`src/rtl/cpu_bus_pkg.sv`:
```
// Shared bus-select constants and the grant FSM state encoding.
// Combinational only; no latency, no flow control.
package cpu_bus_pkg;
  localparam int N_REQ = 16;
  localparam int IDX_W = 4;

  typedef enum logic {
    IDLE  = 1'b0,
    GRANT = 1'b1
  } state_t;
endpackage

```
`src/rtl/rr_priority_pick.sv`:
```
// Round-robin pick: first set request scanning from ptr+1 upward, wrapping; zero latency.
// Purely combinational, no backpressure; also reports any-request and multi-hot.
module rr_priority_pick
  import cpu_bus_pkg::*;
(
  input  logic [N_REQ-1:0] req,
  input  logic [IDX_W-1:0] ptr,
  output logic [IDX_W-1:0] idx,
  output logic             any,
  output logic             multi
);

  logic [IDX_W-1:0]   start;
  logic [2*N_REQ-1:0] dbl;
  logic [N_REQ-1:0]   rot;
  logic [IDX_W-1:0]   off;

  always_comb begin
    start = ptr + IDX_W'(1);
    // Rotating the doubled vector puts the highest-priority source at bit 0.
    dbl   = {req, req} >> start;
    rot   = dbl[N_REQ-1:0];
    off   = '0;
    for (int i = N_REQ - 1; i >= 0; i--) begin
      if (rot[i]) off = IDX_W'(i);
    end
    idx   = start + off;
    any   = |req;
    multi = (req & (req - N_REQ'(1))) != '0;
  end

endmodule

```
`src/rtl/encoder_16_to_4_rr.sv`:
```
// Registered round-robin 16-to-4 encoder; request->select latency 1 cycle.
// Grant held until grantReady; no new capture in the acceptance cycle (max 1 grant / 2 cycles).
module encoder_16_to_4_rr
  import cpu_bus_pkg::*;
(
  input  logic             clk,
  input  logic             reset,
  input  logic             enable,
  input  logic [N_REQ-1:0] encoderInput,
  input  logic             grantReady,
  input  logic             clearError,
  output logic [IDX_W-1:0] encoderOutput,
  output logic             outValid,
  output logic             multiHot,
  output logic             errorSticky
);

  state_t           state_q;
  logic [IDX_W-1:0] enc_q;
  logic [IDX_W-1:0] ptr_q;
  logic             vld_q;
  logic             multi_q;
  logic             sticky_q;

  logic [IDX_W-1:0] pick_idx;
  logic             pick_any;
  logic             pick_multi;

  rr_priority_pick u_pick (
    .req   (encoderInput),
    .ptr   (ptr_q),
    .idx   (pick_idx),
    .any   (pick_any),
    .multi (pick_multi)
  );

  always_ff @(posedge clk or posedge reset) begin
    if (reset) begin
      state_q  <= IDLE;
      enc_q    <= '0;
      ptr_q    <= IDX_W'(N_REQ - 1);
      vld_q    <= 1'b0;
      multi_q  <= 1'b0;
      sticky_q <= 1'b0;
    end else begin
      if (clearError) sticky_q <= 1'b0;
      case (state_q)
        IDLE: begin
          if (enable && pick_any) begin
            enc_q   <= pick_idx;
            multi_q <= pick_multi;
            vld_q   <= 1'b1;
            state_q <= GRANT;
            // A multi-hot capture overrides a simultaneous clear.
            if (pick_multi) sticky_q <= 1'b1;
          end
        end
        GRANT: begin
          if (grantReady) begin
            ptr_q   <= enc_q;
            vld_q   <= 1'b0;
            state_q <= IDLE;
          end
        end
        default: state_q <= IDLE;
      endcase
    end
  end

  assign encoderOutput = enc_q;
  assign outValid      = vld_q;
  assign multiHot      = multi_q;
  assign errorSticky   = sticky_q;

endmodule

```
`config.mk`:
```
export PLATFORM = sky130hd
export DESIGN_NAME = encoder_16_to_4_rr
export DESIGN_NICKNAME = d
export VERILOG_FILES = /design/src/rtl/cpu_bus_pkg.sv /design/src/rtl/rr_priority_pick.sv /design/src/rtl/encoder_16_to_4_rr.sv
export SDC_FILE = /design/constraint.sdc
export NUM_CORES = 1
export LEC_CHECK = 0
export ABC_AREA = 1
export CELL_PAD_IN_SITES_DETAIL_PLACEMENT = 0
export CELL_PAD_IN_SITES_GLOBAL_PLACEMENT = 2
export CORE_ASPECT_RATIO = 2
export CORE_MARGIN = 2
export CORE_UTILIZATION = 28
export DETAILED_ROUTE_END_ITERATION = 10
export HOLD_SLACK_MARGIN = 0.03
export PLACE_DENSITY = 0.92
export SLEW_MARGIN = 5
export SYNTH_ARGS = -nofsm -noshare
export SYNTH_HDL_FRONTEND = slang
export SYNTH_HIERARCHICAL = 1
export SYNTH_SLANG_ARGS = --single-unit
```
`constraint.sdc`:
```
create_clock -name clk -period 4.4 [get_ports clk]
set_clock_uncertainty 0.05 [all_clocks]
set_input_delay 1.32 -clock clk [delete_from_list [all_inputs] [get_ports clk]]
set_output_delay 1.32 -clock clk [all_outputs]
set_load 0.005 [all_outputs]
```
==> impl_metrics.py, run 1 <==
metrics = {
    "floorplanning": {
        "initial_utilization_pct": 28.8,
        "num_rows": 41,
        "coreArea_um2": 6310,
        "io-pin-count": 28,
        "fp.dieH_um": 118,
        "dieArea_um2": 7190,
        "die-width_um": 61.0,
    },
    "critical_path": {
        "crit_required_ns": 4.47,
        "cp.arrival_ns": 4.21,
        "endpoint_kind": "flip-flop",
        "path_max_fanout": 4,
        "start_kind": "primary input",
        "critPathKind": "in2reg",
    },
    "yosys": {
        "async_flop_share_pct": 100,
        "yosys-top-cells-area": "nand2_1, nand3_1, dfrtp_1, dfstp_2, inv_1",
        "avgSynthCellArea_um2": 5.66,
        "post_synth_inst_count": 321,
        "synthTopCellsByCount": "nand2_1, nand3_1, inv_1",
        "synth_top_area_share_pct": 27.5,
        "synthFlopType": "dfrtp_1",
        "ys_seq_area_share_pct": 16.8,
        "synth_cell_types": 35,
        "synth_fp_nets": 347,
        "yosysTopAreaCell": "nand2_1",
        "synth_seq_cells": 12,
        "ys_warn_count": 6,
        "synth_most_common_cell": "nand2_1",
        "synth_edf_count": 0,
        "syn_area_um2": 1820,
    },
    "cts": {
        "clock-sinks": 12,
        "clk_pin_slew_worst_paths_ns": 0.04,
        "root_buffer": "clkbuf_16",
        "tritoncts": "done",
        "cts_inserted_buffers": 3,
        "htree_levels": 1,
        "cts_buffer_depth": 2,
        "cts_hold_buf": 0,
        "clock_latency_ns": 0.24,
    },
    "timing": {
        "hold_viol_final": 0,
        "worst_pin_slew_ns": 0.585,
        "fmax_mhz": 242,
        "setup_viol": 0,
        "fin_crit_sh_pct": 94.0,
        "slew_headroom_pct": 60.0,
        "tns_ns": 0,
        "slew_viol_final": 0,
        "post-route-min-period_ns": 4.14,
        "rsz0062_at_grt": "false",
    },
    "routing": {
        "drt_iter0_drc": 48,
        "ant_nets": 0,
        "viasPerCell": 4.81,
        "drt_first_pass_iters": 4,
        "via_count": 2137,
        "drc": 0,
        "post_drt_wl_per_cell_um": 12.1,
        "wirelength_mm": 5.38,
    },
    "placement": {
        "routabilityCongestion": 0.901,
        "post-place-cells": 439,
        "io_buffers": 27,
        "hpwlAfterDp_mm": 4.49,
        "placed_area_um2": 2240,
    },
    "grt": {
        "globalRouteOverflowTotal": 0,
        "grt_max_degree": 22,
        "grt_pass1_vias": 2103,
        "grt_pass1_wl_mm": 9.22,
        "antenna_found_initial": 0,
        "grt_usage_pct": 16.1,
    },
    "finish": {
        "finalNonFillerCells": 444,
        "syn_to_final_growth_pct": 29.7,
        "final_cell_area_um2": 2360,
        "fin_util_pct": 37.4,
        "final_nets": 385,
        "diodes": 0,
        "layout-drive-gt1-share_pct": 14.5,
    },
    "hold_path": {
        "hold_class": "reg2reg",
    },
    "outcome": {
        "status": "completed",
    },
    "flow_run": {
        "maxCapViolations": 0,
    },
}
## cells in the final DEF (no fill, tap or decap), types with 3 or more instances in the layout
cell type | synthesis | routed
buf_4 | 4 | 17
clkbuf_16 | 0 | 3
clkdlybuf4s50_1 | 0 | 26
dfrtp_1 | 8 | 8
dfstp_2 | 4 | 4
ha_1 | 4 | 4
inv_1 | 28 | 28
inv_2 | 3 | 3
nand2_1 | 133 | 131
nand2_2 | 4 | 6
nand3_1 | 65 | 64
nand4_1 | 5 | 5
nor2_1 | 7 | 7
nor2_2 | 5 | 5
o21ai_0 | 15 | 13
o21ai_1 | 4 | 4
## worst paths after layout
| check | depth (start not counted) | slack (ns) | from | to |
|---|---|---|---|---|
| max | 18 | 0.26 | encoderInput[12] | encoderOutput[3] |
| min | 2 | 0.42 | multiHot | multiHot |
| max reg2reg | 19 | 0.77 | ptr_q[1] | encoderOutput[3] |
| min reg2reg | 2 | 0.42 | multiHot | multiHot |
| max in group asynchronous | 2 | 2.61 | reset | ptr_q[3] |
| min in group asynchronous | 2 | 1.35 | reset | encoderOutput[1] |
## layout make-up
type,instances,area [µm²]
well taps,86,108
flip-flops and latches,12,305
clock buffers,4,88.8
multi-input cells,266,1330
repair buffers,44,400
fillers,687,3950
inverters,32,123
## critical path, stage by stage
cell	delay [ns]
clkdlybuf4s50_1	0.54
nand2_1	0.09
nand3_1	0.13
nand3_1	0.12
nand2_1	0.10
inv_1	0.05
o21ai_0	0.40
nor2_1	0.13
nand2_1	0.13
a31oi_1	0.06
ha_1	0.32
a21oi_1	0.19
o21ai_2	0.08
xor2_1	0.18
xor2_1	0.18
inv_1	0.06
nand4_1	0.08
nand2_1	0.06
## registers in the layout, summed over array words and instances (netlist names)
| name | cells |
|---|---|
| encoderOutput | 4 |
| errorSticky | 1 |
| multiHot | 1 |
| outValid | 1 |
| ptr_q | 4 |
| state_q | 1 |
## through the flow
stage | hold WS, ns | setup WS (ns)
finish | 0.424 | 0.262
global route | 0.445 | 0.00487
CTS | 0.432 | 0.187
detailed placement | 0.421 | -0.0422
global placement | 0.412 | -0.0401
floorplan | 0.408 | 0.881
## per-layer routing
layer	track usage, %	vias to the layer above	wire, µm
met5	0	-	0
met4	6.11	0	204
met3	1.32	13	101
met2	29.6	37	3010
met1	18.0	967	2060
li1	-	1120	-
## logic make-up after synthesis
| family | count (synthesis) | share of synthesized area [%] |
|---|---|---|
| AOI/OAI and AO/OA | 30 | 9.84 |
| and+or+nand+nor | 225 | 55.1 |
| adders and majority gates | 6 | 4.47 |
| DFF | 12 | 16.8 |
| xor gates and xnor gates | 5 | 2.82 |
| buffers and inverters | 43 | 11.0 |
## what timing repair did
action                     in CTS  in global routing
setup buffers                   0                  1
gates resized for setup         0                  9
setup endpoints to repair       0                  3
Power of run 1 is not shown: default switching activity piles up to over one toggle a cycle in this logic, so the estimate is an artifact.
==> run 2: changes to the inputs <==
--- a/config.mk
+++ b/config.mk
@@ -9,9 +9,10 @@
 export CELL_PAD_IN_SITES_DETAIL_PLACEMENT = 0
 export CELL_PAD_IN_SITES_GLOBAL_PLACEMENT = 2
 export CORE_ASPECT_RATIO = 2
-export CORE_MARGIN = 2
+export CORE_MARGIN = 3
 export CORE_UTILIZATION = 28
 export DETAILED_ROUTE_END_ITERATION = 10
+export GPL_TIMING_DRIVEN = 0
 export HOLD_SLACK_MARGIN = 0.03
 export PLACE_DENSITY = 0.92
 export SLEW_MARGIN = 5
==> impl_metrics.py, run 2 (synthesis gave the netlist of run 1 again) <==
metrics = {
    "routing": {
        "via_count": 2112,
        "drt_first_pass_iters": 4,
        "viasPerCell": 4.84,
        "wirelength_mm": 5.71,
        "drc": 0,
        "drt_iter0_drc": 81,
        "ant_nets": 0,
        "post_drt_wl_per_cell_um": 13.1,
    },
    "grt": {
        "use_met2_pct": 31.0,
        "grt_max_degree": 13,
        "met3_usage_pct": 1.40,
        "grt_pass1_wl_mm": 9.24,
        "grt_pass1_vias": 1982,
        "antenna_found_initial": 0,
        "met1_usage_pct": 15.0,
        "grt_usage_pct": 15.2,
        "grt_busiest_layer": "met2",
        "globalRouteOverflowTotal": 0,
    },
    "critical_path": {
        "endpoint_kind": "flip-flop",
        "critPathKind": "in2reg",
        "r2r_cells": 30,
        "start_kind": "primary input",
        "worst-r2r-setup-slack_ns": 0.57,
        "r2r_start": "ptr_q[1]",
        "crit_required_ns": 4.48,
        "path_max_fanout": 3,
        "cp.arrival_ns": 4.27,
        "r2r_end": "encoderOutput[3]",
    },
    "timing": {
        "hold_viol_final": 0,
        "post-route-min-period_ns": 4.19,
        "slew_viol_final": 0,
        "fin_crit_sh_pct": 95.2,
        "fmax_mhz": 239,
        "slew_headroom_pct": 62.3,
        "worst_pin_slew_ns": 0.551,
        "setup_viol": 0,
        "rsz0062_at_grt": "false",
    },
    "floorplanning": {
        "fp.dieH_um": 120,
        "initial_utilization_pct": 29.5,
        "num_rows": 40,
        "dieArea_um2": 7550,
        "coreArea_um2": 6160,
        "io-pin-count": 28,
        "die-width_um": 63.0,
    },
    "cts": {
        "cts_inserted_buffers": 3,
        "tritoncts": "done",
        "cts_hold_buf": 0,
        "clock_latency_ns": 0.24,
        "root_buffer": "clkbuf_16",
        "clock-sinks": 12,
        "htree_levels": 1,
        "cts_buffer_depth": 2,
        "clk_pin_slew_worst_paths_ns": 0.04,
    },
    "finish": {
        "final_nets": 379,
        "final_common_cell": "nand2_1",
        "final_cell_area_um2": 2300,
        "diodes": 0,
        "syn_to_final_growth_pct": 26.7,
        "fin_util_pct": 37.4,
        "multi_input_area_um2": 1320,
        "layout_common_cells": "nand2_1, nand3_1, inv_1, clkdlybuf4s50_1, o21ai_0",
        "layout-drive-gt1-share_pct": 11.6,
        "ff_latch_area_um2": 305,
        "fillerInstances": 672,
    },
    "placement": {
        "io_buffers": 27,
        "routabilityCongestion": 0.900,
        "placed_area_um2": 2190,
        "hpwlAfterDp_mm": 4.81,
    },
    "outcome": {
        "status": "completed",
    },
    "flow_run": {
        "maxCapViolations": 0,
    },
    "hold_path": {
        "hold_class": "reg2reg",
        "min_from": "multiHot",
        "worstHoldEndpoint": "multiHot",
        "whs_path_depth": 2,
    },
}
## run 2: changes by cell type in the layout (fill, tap and decap cells not counted), sizes merged
cell           change
dlymetal6s2s       +6
clkdlybuf4s50      -6
buf                -6
## run 2: critical path, stage by stage
cell	delay, ns
clkdlybuf4s50_1	0.45
nand2_1	0.11
nand3_1	0.08
nand2_1	0.11
inv_1	0.05
nand2_1	0.04
o21ai_1	0.10
o21ai_2	0.23
nand2_1	0.08
nand2_1	0.06
nand2_1	0.05
nand2_1	0.06
nand2_1	0.05
nand2_1	0.05
nand2_1	0.05
nand2_1	0.05
nand2_1	0.09
nand2_1	0.07
nand2_1	0.05
a21oi_1	0.15
ha_1	0.17
inv_1	0.05
o21ai_1	0.15
xor2_1	0.18
xor2_1	0.20
inv_1	0.07
nand4_1	0.10
nand2_1	0.06
## run 2: cell type report
type	instances	share of cell area, %
buffer	11	3.37
clock buffer	4	3.86
inverter	32	5.32
multi-input combinational	266	57.1
sequential	12	13.3
tap	84	4.56
timing repair buffer	27	12.5
## run 2: per-layer routing
layer	share of wire, %	up-vias
met5	0	-
met4	2.9	0
met3	2.5	15
met2	57	54
met1	38	929
li1	-	1114
## run 2: worst max-delay path by stage
stage | to | startpoint | cells after the start
after CTS | encoderOutput[3] | encoderInput[4] | 28
after global placement | encoderOutput[3] | encoderInput[4] | 28
after global routing | encoderOutput[3] | encoderInput[5] | 28
after detailed placement | encoderOutput[3] | encoderInput[4] | 28
after floorplan | encoderOutput[3] | encoderInput[4] | 27
final | encoderOutput[3] | encoderInput[5] | 28
## run 2: stage by stage
stage	worst slack, ns	instances	TNS, ns	hold slack [ns]
after floorplan	0.881	321	0	0.408
after CTS	0.0545	436	0	0.429
after global placement	-0.257	432	-0.562	0.412
final	0.212	436	0	0.430
after global routing	0.00534	436	0	0.465
after detailed placement	-0.276	432	-0.606	0.414
## run 2: repair_timing
item                                    in CTS  in global routing
buffers inserted                             0                  0
resized for setup                            1                  9
pin swaps                                    0                  1
endpoints found under the setup margin       1                  3
Power of run 2 is left out for the same reason.
